File: config.mk
export PLATFORM = sky130hd
export DESIGN_NAME = rr_arb_ctl
export DESIGN_NICKNAME = d
export VERILOG_FILES = /design/src/rtl/arb_pkg.sv /design/src/rtl/rr_pick.sv /design/src/rtl/rr_arb_ctl.sv
export SDC_FILE = /design/constraint.sdc
export NUM_CORES = 1
export LEC_CHECK = 0
export CORE_MARGIN = 4
export CORE_UTILIZATION = 43
export DETAILED_ROUTE_END_ITERATION = 12
export PLACE_DENSITY = 0.71
export SLEW_MARGIN = 5
export SYNTH_ARGS = -nofsm -noshare
export SYNTH_HDL_FRONTEND = slang
export SYNTH_SLANG_ARGS = --single-unit
File: constraint.sdc
create_clock -name ck -period 1.5 [get_ports ck]
set_input_delay 0.3 -clock ck [delete_from_list [all_inputs] [get_ports ck]]
set_output_delay 0.3 -clock ck [all_outputs]
set_load 0.01 [all_outputs]
File: src/rtl/arb_pkg.sv
// -----------------------------------------------------------------------------
// arb_pkg
// Shared types and helpers for the round-robin arbiter slice.
//   state_t  : arbiter FSM state (IDLE, GRANT)
//   MAX_N    : largest supported requester count
//   clog2w() : index width for an N-entry vector, never less than 1 bit
// -----------------------------------------------------------------------------
package arb_pkg;

  localparam int MAX_N = 8;

  typedef enum logic {
    IDLE  = 1'b0,
    GRANT = 1'b1
  } state_t;

  // A 1- or 2-entry vector still needs a 1-bit index, so the width is clamped.
  function automatic int clog2w(input int n);
    return (n <= 2) ? 1 : $clog2(n);
  endfunction

endpackage : arb_pkg

File: src/rtl/rr_pick.sv
// -----------------------------------------------------------------------------
// rr_pick
// Combinational round-robin selector. It finds the first set request bit,
// scanning upward from the entry just after the previous owner and wrapping
// modulo N.
//
// Ports
//   req   in  [N-1:0]   request vector
//   last  in  [IW-1:0]  index of the previous owner (lowest priority)
//   valid out           at least one request is set
//   pick  out [IW-1:0]  index of the selected requester (0 when !valid)
//
// Method: {req, req} is shifted right by (last+1). The low N bits then hold
// the requests in priority order. A find-first on those bits, offset back by
// (last+1) modulo N, gives the absolute index.
// -----------------------------------------------------------------------------
module rr_pick
  import arb_pkg::*;
#(
  parameter int N = 3
) (
  input  logic [N-1:0]           req,
  input  logic [clog2w(N)-1:0]   last,
  output logic                   valid,
  output logic [clog2w(N)-1:0]   pick
);

  localparam int IW = clog2w(N);

  int           start;
  logic [N-1:0] rot;

  // NOTE: every output of a combinational block gets a default before any
  // conditional assignment. Otherwise the tool holds the old value and
  // infers a latch.
  always_comb begin
    start = (int'(last) >= N - 1) ? 0 : int'(last) + 1;
    rot   = N'({req, req} >> start);
    valid = |req;
    pick  = '0;
    // Scan downward so the lowest rotated position, which has the highest
    // priority, is the one left in pick at the end.
    for (int i = N - 1; i >= 0; i--) begin
      if (rot[i]) begin
        pick = IW'((i + start) % N);
      end
    end
  end

endmodule : rr_pick

File: src/rtl/rr_arb_ctl.sv
// -----------------------------------------------------------------------------
// rr_arb_ctl
// Round-robin arbiter and controller that shares one downstream resource
// between N requesters. It issues one registered one-hot grant at a time and
// holds it until the owner finishes, drops its request, or reaches the
// optional hold limit. Priority then rotates past the released owner.
// There is always at least one idle cycle between two grants.
//
// Parameters
//   N         number of requesters, 2..8
//   MAX_HOLD  max consecutive grant cycles per ownership, 0 = unlimited
//   CW        hold-counter width, must be able to represent MAX_HOLD
//
// Ports
//   ck       in   clock, rising edge
//   nrst     in   asynchronous active-low reset
//   req      in   [N-1:0]   level request per requester
//   done     in   owner completion, sampled only while busy
//   gnt      out  [N-1:0]   registered one-hot grant, zero when idle
//   gnt_id   out  [IW-1:0]  binary index of the owner, valid while busy
//   busy     out  resource owned (equals |gnt)
//   any_req  out  combinational OR of req
//   timeout  out  one-cycle pulse in the cycle after a forced release
// -----------------------------------------------------------------------------
module rr_arb_ctl
  import arb_pkg::*;
#(
  parameter int N        = 3,
  parameter int MAX_HOLD = 4,
  parameter int CW       = 4
) (
  input  logic                   ck,
  input  logic                   nrst,
  input  logic [N-1:0]           req,
  input  logic                   done,
  output logic [N-1:0]           gnt,
  output logic [clog2w(N)-1:0]   gnt_id,
  output logic                   busy,
  output logic                   any_req,
  output logic                   timeout
);

  localparam int IW = clog2w(N);

  // With no hold limit the counter only has to avoid wrapping, so it
  // saturates at all-ones.
  localparam logic [CW-1:0] CNT_SAT = (MAX_HOLD != 0) ? CW'(MAX_HOLD) : '1;

  state_t          state;
  logic [IW-1:0]   last;
  logic [CW-1:0]   cnt;

  logic            pick_valid;
  logic [IW-1:0]   pick;
  logic            owner_req;
  logic            expired;
  logic            release_now;

  assign any_req = |req;

  rr_pick #(.N(N)) u_pick (
    .req   (req),
    .last  (last),
    .valid (pick_valid),
    .pick  (pick)
  );

  // Release conditions, in priority order: done, owner dropped its request,
  // hold limit reached. A timeout is reported only when the hold limit is
  // the sole reason for the release.
  assign owner_req   = req[gnt_id];
  assign expired     = (MAX_HOLD != 0) && (cnt == CW'(MAX_HOLD));
  assign release_now = done || !owner_req || expired;

  // NOTE: state registers use non-blocking assignments. Every register then
  // samples values from before the edge, whatever order the statements are
  // written in.
  always_ff @(posedge ck or negedge nrst) begin
    if (!nrst) begin
      state   <= IDLE;
      gnt     <= '0;
      gnt_id  <= '0;
      busy    <= 1'b0;
      timeout <= 1'b0;
      cnt     <= '0;
      last    <= IW'(N - 1);   // req[0] wins the first arbitration
    end else begin
      timeout <= 1'b0;
      unique case (state)
        IDLE: begin
          if (pick_valid) begin
            state  <= GRANT;
            gnt    <= N'(1) << pick;
            gnt_id <= pick;
            busy   <= 1'b1;
            cnt    <= CW'(1);
          end
        end
        GRANT: begin
          if (release_now) begin
            state   <= IDLE;
            gnt     <= '0;
            busy    <= 1'b0;
            cnt     <= '0;
            last    <= gnt_id;
            timeout <= !done && owner_req && expired;
          end else if (cnt != CNT_SAT) begin
            cnt <= cnt + CW'(1);
          end
        end
        default: begin
          state <= IDLE;
          gnt   <= '0;
          busy  <= 1'b0;
        end
      endcase
    end
  end

  // The grant must never name more than one requester.
  a_gnt_onehot0 : assert property (@(posedge ck) disable iff (!nrst) $onehot0(gnt));

endmodule : rr_arb_ctl

==> flow_metrics.env <==
export IMPL_numCtsBuffers=3
export IMPL_relSlewSlack_pct=76.3
export IMPL_use_met3_pct=6.27
export IMPL_fmax_mhz=662
export IMPL_cts_path_max_buffers=2
export IMPL_maxCapViolCount=0
export IMPL_syn_nets=80
export IMPL_clkTransAtPathRegs_ns=0.08
export IMPL_multiInputGateArea_um2=349
export IMPL_core_rowCount=14
export IMPL_dp_cells=115
export IMPL_maxSlewViolCount=0
export IMPL_route_vias_total=633
export IMPL_grt_overflow=0
export IMPL_yosys_area_share_simple_pct=15.7
export IMPL_final_cell_mix="buf_4 (17), dfrtp_1 (13), nand2_1 (12), dlymetal6s2s_1 (7), inv_1 (6)"
export IMPL_port_buffers=13
export IMPL_failed_checks="setup timing"
export IMPL_start_kind="flop"
export IMPL_ant_nets=0
export IMPL_ys_ff_latch=14
export IMPL_avgViaCountPerCell=5.19
export IMPL_hold_ws_ns=0.305
export IMPL_path_cells="inv_2, ha_2, and3b_2, nor2_4, a21oi_4, mux2_4"
export IMPL_grt_pass1_vias=580
export IMPL_dp_hpwl_um=1160
export IMPL_syn2layout_area_growth_pct=52.3
export IMPL_crit_slowest_cell="dfrtp_1"
export IMPL_worstPathArrival_ns=1.66
export IMPL_crit_type="flop to flop"
export IMPL_wire_per_inst_um=13.0
export IMPL_yosysTopAreaCell="dfrtp_1"
export IMPL_synthFlopType="dfrtp_1"
export IMPL_n_fill_cell=116
export IMPL_synth_avg_cell_area_um2=9.63
export IMPL_groute_layer_met2_usage_pct=23.7
export IMPL_cts_hold_buf=0
export IMPL_synth_top_family_by_area="compound AO/OA/AOI/OAI gates"
export IMPL_layout_commonest_cell="buf_4"
export IMPL_ir_worst_vdd_v=0.00108
export IMPL_yosys_warnings=0
export IMPL_grt_busiest_layer="met2"
export IMPL_rsz0062_at_grt="true"
export IMPL_worst_pin_slew_ns=0.354
export IMPL_skew_ns=0.00687
export IMPL_synth_distinct_cells=24
export IMPL_synth_area_mux_share_pct=4.69
export IMPL_gr_usage_met1_pct=18.0
export IMPL_min_period_ns=1.51
export IMPL_yosysSeqAreaShare_pct=50.7
export IMPL_period_share_pct=101
export IMPL_synth_compound_area_share_pct=17.9
export IMPL_nets=115
export IMPL_io_pins=14
export IMPL_drt_first_iter_violations=17
export IMPL_syn_inst=72
export IMPL_cts_tree="yes"
export IMPL_netlist_area_um2=693
export IMPL_start_util_pct=46.0
export IMPL_fin_ws_ns=-0.0106
export IMPL_finalSetupViolCount=1
export IMPL_utilization_pct=70.1
export IMPL_cp_end_kind="flop"
export IMPL_diodes=0
export IMPL_cts_root_buf="clkbuf_4"
export IMPL_synth_fa_ha_area_share_pct=3.61
export IMPL_hold_viol_final=0
export IMPL_grt_pass1_wl_um=2350
export IMPL_slowest_delay_ns=0.41
export IMPL_power_density_nw_per_um2=1620
export IMPL_drc=0
export IMPL_hold_path_class="input pin to async pin"
export IMPL_ys_async_sr_fraction_pct=100
export IMPL_totalWireLength_um=1590
export IMPL_htree_levels=1
export IMPL_synth_xor_area_share_pct=2.53
export IMPL_synth_edf_count=0
export IMPL_clkLatencyLatePin_ns=0.27
export IMPL_die_area_um2=2320
export IMPL_total_leakage_power_nw=0.576
export IMPL_die_h_um=48.2
export IMPL_core_um2=1510
export IMPL_synthTopCellsByArea="dfrtp_1 (47%), nand2_1 (7.0%), inv_1 (4.3%)"
export IMPL_grt_max_degree=12
export IMPL_synth_top_area_share_pct=46.9
export IMPL_status="complete, but fails checks"
export IMPL_rr_worst_depth=6
export IMPL_cp_max_fo=3
export IMPL_critPathRequiredTime_ns=1.65
export IMPL_regArea_um2=352
export IMPL_gp_congestion=0.768
export IMPL_instances_no_fill=122
export IMPL_drt_pass1_iter_count=4
export IMPL_die_w_um=48.2
export IMPL_clock_sinks=14
export IMPL_drive_gt1_share_pct=35.8
export IMPL_grt_usage_pct=14.5
export IMPL_grt_antenna_before_repair=0
## through the flow
stage	instance area, µm²	setup TNS [ns]	setup WS, ns	total power, mW
after floorplan	693	0	0.0231	0.974
after global placement	952	-3.00	-0.335	1.34
after detailed placement	952	-3.18	-0.346	1.36
after CTS	1000	-0.0204	-0.0204	1.65
after global routing	1060	-0.0953	-0.0571	1.83
final	1060	-0.0106	-0.0106	1.71
## synthesized netlist by cell type, drive strengths merged, types with 2 or more instances
master and instances:
a31oi 2, a21oi 5, ha 2, o211ai 2
nand2 13, nand3 3, inv 8, mux2 2
o22ai 4, o21ai 4, dfrtp 13, nor2 4
## layout make-up
type                       instances  share of cell area [%]
clock buffer                       4                    2.49
sequential                        14                    33.3
timing repair buffer              31                    26.4
multi-input combinational         49                    33.1
inverter                           8                    2.84
tap                               16                    1.90
## metal layers
| metal | part of all wire (%) | up-vias |
|---|---|---|
| met4 | 0.57 | 0 |
| met2 | 47 | 17 |
| met3 | 5.6 | 2 |
| met5 | 0 | - |
| met1 | 47 | 294 |
| li1 | - | 320 |
## path summary, 6_finish.rpt
kind / from / to / slack (ns)
worst max register to register: cnt[0]$_DFFE_PN0P_ / last[0]$_DFFE_PN0P_ / -0.01
worst min register to register: busy$_DFFE_PN0P_ / busy$_DFFE_PN0P_ / 0.52
worst max-delay path: cnt[0]$_DFFE_PN0P_ / last[0]$_DFFE_PN0P_ / -0.01
worst min-delay path: nrst / last[0]$_DFFE_PN0P_ / 0.31
min in group ck: req[1] / cnt[2]$_DFFE_PN0P_ / 0.51
max in group asynchronous: nrst / cnt[0]$_DFFE_PN0P_ / 0.79
## cell families after synthesis
kind of cell,Yosys count
AND/OR/NAND/NOR,23
flip-flops,14
buffers and inverters,9
multiplexers,3
AO/OA/AOI/OAI,19
XOR/XNOR,2
adder cells (fa/ha/maj),2
## state kept, by name, summed over array words and instances (netlist names)
signal,flops
busy,1
cnt,4
gnt,3
gnt_id,2
last,2
state,1
timeout,1
## report_power, final
group / total [mW] / internal [mW] / switching, mW
Clock: 0.206 / 0.103 / 0.103
Sequential: 0.606 / 0.511 / 0.0945
Combinational: 0.902 / 0.472 / 0.430
## worst max-delay path: cells and delay by family, from the launching register on
kind / cells / cell delay (ns)
muxes: 1 / 0.32
DFF: 1 / 0.41
AOI/OAI and AO/OA: 1 / 0.19
and+or+nand+nor: 2 / 0.26
buffers and inverters: 1 / 0.07
adders and majority gates: 1 / 0.15
## what timing repair did
action / CTS / global route
setup buffers: 2 / 1
pin swaps: 3 / 4
gates resized for setup: 10 / 17
endpoints found under the setup margin: 6 / 11
No activity file was read; power rests on OpenSTA's default activity.
==> RTL change (same settings) <==
Change the parameter `CW` from 4 to 5.
--- a/src/rtl/rr_arb_ctl.sv
+++ b/src/rtl/rr_arb_ctl.sv
@@ -27,7 +27,7 @@
 #(
   parameter int N        = 3,
   parameter int MAX_HOLD = 4,
-  parameter int CW       = 4
+  parameter int CW       = 5
 ) (
   input  logic                   ck,
   input  logic                   nrst,
Check against the original RTL: same outputs for any inputs over 4 cycles, from zero or initial values and one cycle with nrst low; that may be too few to reach the edited logic, so the function may still have changed.
==> RTL change against the unedited design <==
- worst setup slack improved by 0.014 ns
- global-route usage increased by 1.9 points
- sequential cell count increased by 1
- register-to-register slack improved by 0.03 ns
- sequential share of layout area decreased by 0.82 points
- area after synthesis increased by 16%
- combinational power increased by 2.9%
- routed wire length increased by 17%
- power increased by 4.9%
- critical path depth decreased by 1
- design area increased by 11%
- worst hold slack improved by 0.017 ns
- critical path type is now in -> reg
- critical endpoint is now gnt[1]$_DFFE_PN0P_
- highest routed layer unchanged
==> RTL change: results (changes against the unedited design) <==
Global routing
* 776 — via count of the first global-routing pass, was 580
* 3.26 mm — first-pass GRT wire length, was 2.35 mm
* 16.4% — overall global routing resource usage, was 14.5%
* 16 — pin count of the biggest net entering global routing, was 12

Synthesis
* 3.11% — fraction of the mapped netlist area in adder cells, was 3.61%
* 10.1 um^2 — post-synthesis area per instance, was 9.63 um^2
* sky130_fd_sc_hd__dfrtp_1 (14), sky130_fd_sc_hd__inv_1 (8), sky130_fd_sc_hd__nor2_1 (7), sky130_fd_sc_hd__o21ai_0 (7) — Commonest cells post-synth, was sky130_fd_sc_hd__dfrtp_1 (13), sky130_fd_sc_hd__nand2_1 (13), sky130_fd_sc_hd__inv_1 (8)
* 34 — library cells used by synthesis, was 24
* 1.09% — xor/xnor cell area share of the yosys netlist, was 2.53%
* 46.8% — portion of the post-synthesis area used by sequential elements, was 50.7%
* 88 — net count after synthesis, was 80
* sky130_fd_sc_hd__dfrtp_1 (44%), sky130_fd_sc_hd__o21ai_0 (4.4%), sky130_fd_sc_hd__inv_1 (3.7%), sky130_fd_sc_hd__dfstp_2 (3.3%), sky130_fd_sc_hd__nor2_1 (3.3%) — top area cells in the synthesized netlist, was sky130_fd_sc_hd__dfrtp_1 (47%), sky130_fd_sc_hd__nand2_1 (7.0%), sky130_fd_sc_hd__inv_1 (4.3%), sky130_fd_sc_hd__dfstp_2 (3.8%), sky130_fd_sc_hd__ha_1 (3.6%)
* 22.4% — compound-cell area share of the yosys netlist, was 17.9%

Route
* 726 — total via count after detailed routing, was 633
* 13 — count of routing violations after the opening detailed-route iteration, was 17
* 1.86 mm — Final Routed Wirelength, was 1.59 mm

Critical path
* 0.44 ns — maximum cell stage delay along the critical path, was 0.41 ns
* compound AO/OA/AOI/OAI gates — cell class contributing the biggest share of worst-path delay, was flip-flops
* sky130_fd_sc_hd__o32a_2 — Critical Path Slowest Stage Cell, was sky130_fd_sc_hd__dfrtp_1
* 1.71 ns — arrival time at the worst endpoint, was 1.66 ns
* 6 — maximum fanout along the worst path, was 3

Cells and area
* 144 — number of filler instances in the final layout, was 116
* 124 — net count reported at finish, was 115
* 0 — Ant. Diodes, unchanged
* 35.7% — share of cells above drive strength 1, was 35.8%

Pwr
* 0.00114 W — internal cell power, was 0.00109 W
* 918 uV — maximum resistive drop on vdd, was 1080 uV

Clock network
* 0.10 ns — clock transition at the registers of the reported paths, was 0.08 ns

Placed design
* 0.858 — weighted congestion reported at the end of routability-driven placement, was 0.768

STA
* 0.00559 ns — clock skew, was 0.00687 ns
* 0.296 ns — worst-margin pin slew, was 0.354 ns

Status
* completed — outcome, was finished, violations left

## RTL change: cell types whose count changed after synthesis, sizes merged, moves of 2 or more
cell / change
a31oi: -2
nand2: -8
nor2: +3
nor2b: +2
o21ai: +5
o22ai: -3
## RTL change: path summary, 6_finish.rpt
path | cells after the start | endpoint | startpoint | slack (ns)
max | 5 | gnt[1]$_DFFE_PN0P_ | done | 0.004
min | 2 | gnt_id[1]$_DFFE_PN0P_ | nrst | 0.32
max reg2reg | 5 | last[0]$_DFFE_PN0P_ | gnt_id[1]$_DFFE_PN0P_ | 0.02
min reg2reg | 2 | busy$_DFFE_PN0P_ | busy$_DFFE_PN0P_ | 0.51
max in group asynchronous | 2 | last[1]$_DFFE_PN1P_ | nrst | 0.94
min in group ck | 2 | busy$_DFFE_PN0P_ | busy$_DFFE_PN0P_ | 0.51
## RTL change: layout make-up
type                            count  area, um^2  share of cell area [%]
Timing Repair Buffer               32         283                    24.2
Clock buffer                        4        26.3                    2.25
Sequential cell                    15         379                    32.5
Tap cell                           25        31.3                    2.68
Inverter                            8        30.0                    2.57
Multi-Input combinational cell     56         418                    35.8
## RTL change: power groups by stage
stage               clock network (W)  logic [W]  registers [W]
floorplan                           0   0.000406       0.000687
global placement                    0   0.000800       0.000653
detailed placement                  0   0.000812       0.000660
CTS                          0.000246   0.000892       0.000627
global route                 0.000273    0.00103       0.000649
finish                       0.000241   0.000928       0.000629
## RTL change: cell families after synthesis
kind of cell / Yosys count
simple gates: 25
mux: 4
fa+ha+maj: 2
compound gates: 24
buf+inv: 9
xor+xnor: 1
flops: 15
## RTL change: stage by stage
stage | hold WS (ns) | TNS [ns] | instance area, um^2
2_1_floorplan | 0.00441 | -0.0159 | 805
3_3_place_gp | 0.481 | -3.16 | 1070
3_5_place_dp | 0.493 | -3.50 | 1070
4_1_cts | 0.326 | 0 | 1130
5_1_grt | 0.318 | -0.0971 | 1170
6_report | 0.322 | 0 | 1170
## RTL change: per-layer routing
layer / vias up / GRT usage (%) / part of all wire (%)
met4: 0 / 8.30 / 1.6
met5: - / 0 / 0
met1: 349 / 19.2 / 43
met2: 17 / 28.3 / 52
li1: 355 / - / -
met3: 5 / 3.21 / 3.2
## RTL change: worst register-to-register path: stages, from the launching register on
cell,delay (ns)
sky130_fd_sc_hd__dfrtp_2,0.43
sky130_fd_sc_hd__buf_4,0.15
sky130_fd_sc_hd__buf_4,0.13
sky130_fd_sc_hd__o211ai_1,0.23
sky130_fd_sc_hd__nand2_2,0.12
sky130_fd_sc_hd__mux2_4,0.31
## RTL change: repair_timing
item                                    CTS  global route
pin swaps                                 4             3
setup buffers                             5             0
endpoints found under the hold margin     0             0
endpoints found under the setup margin    6            10
resized for setup                        14            10
gates cloned                              0             0
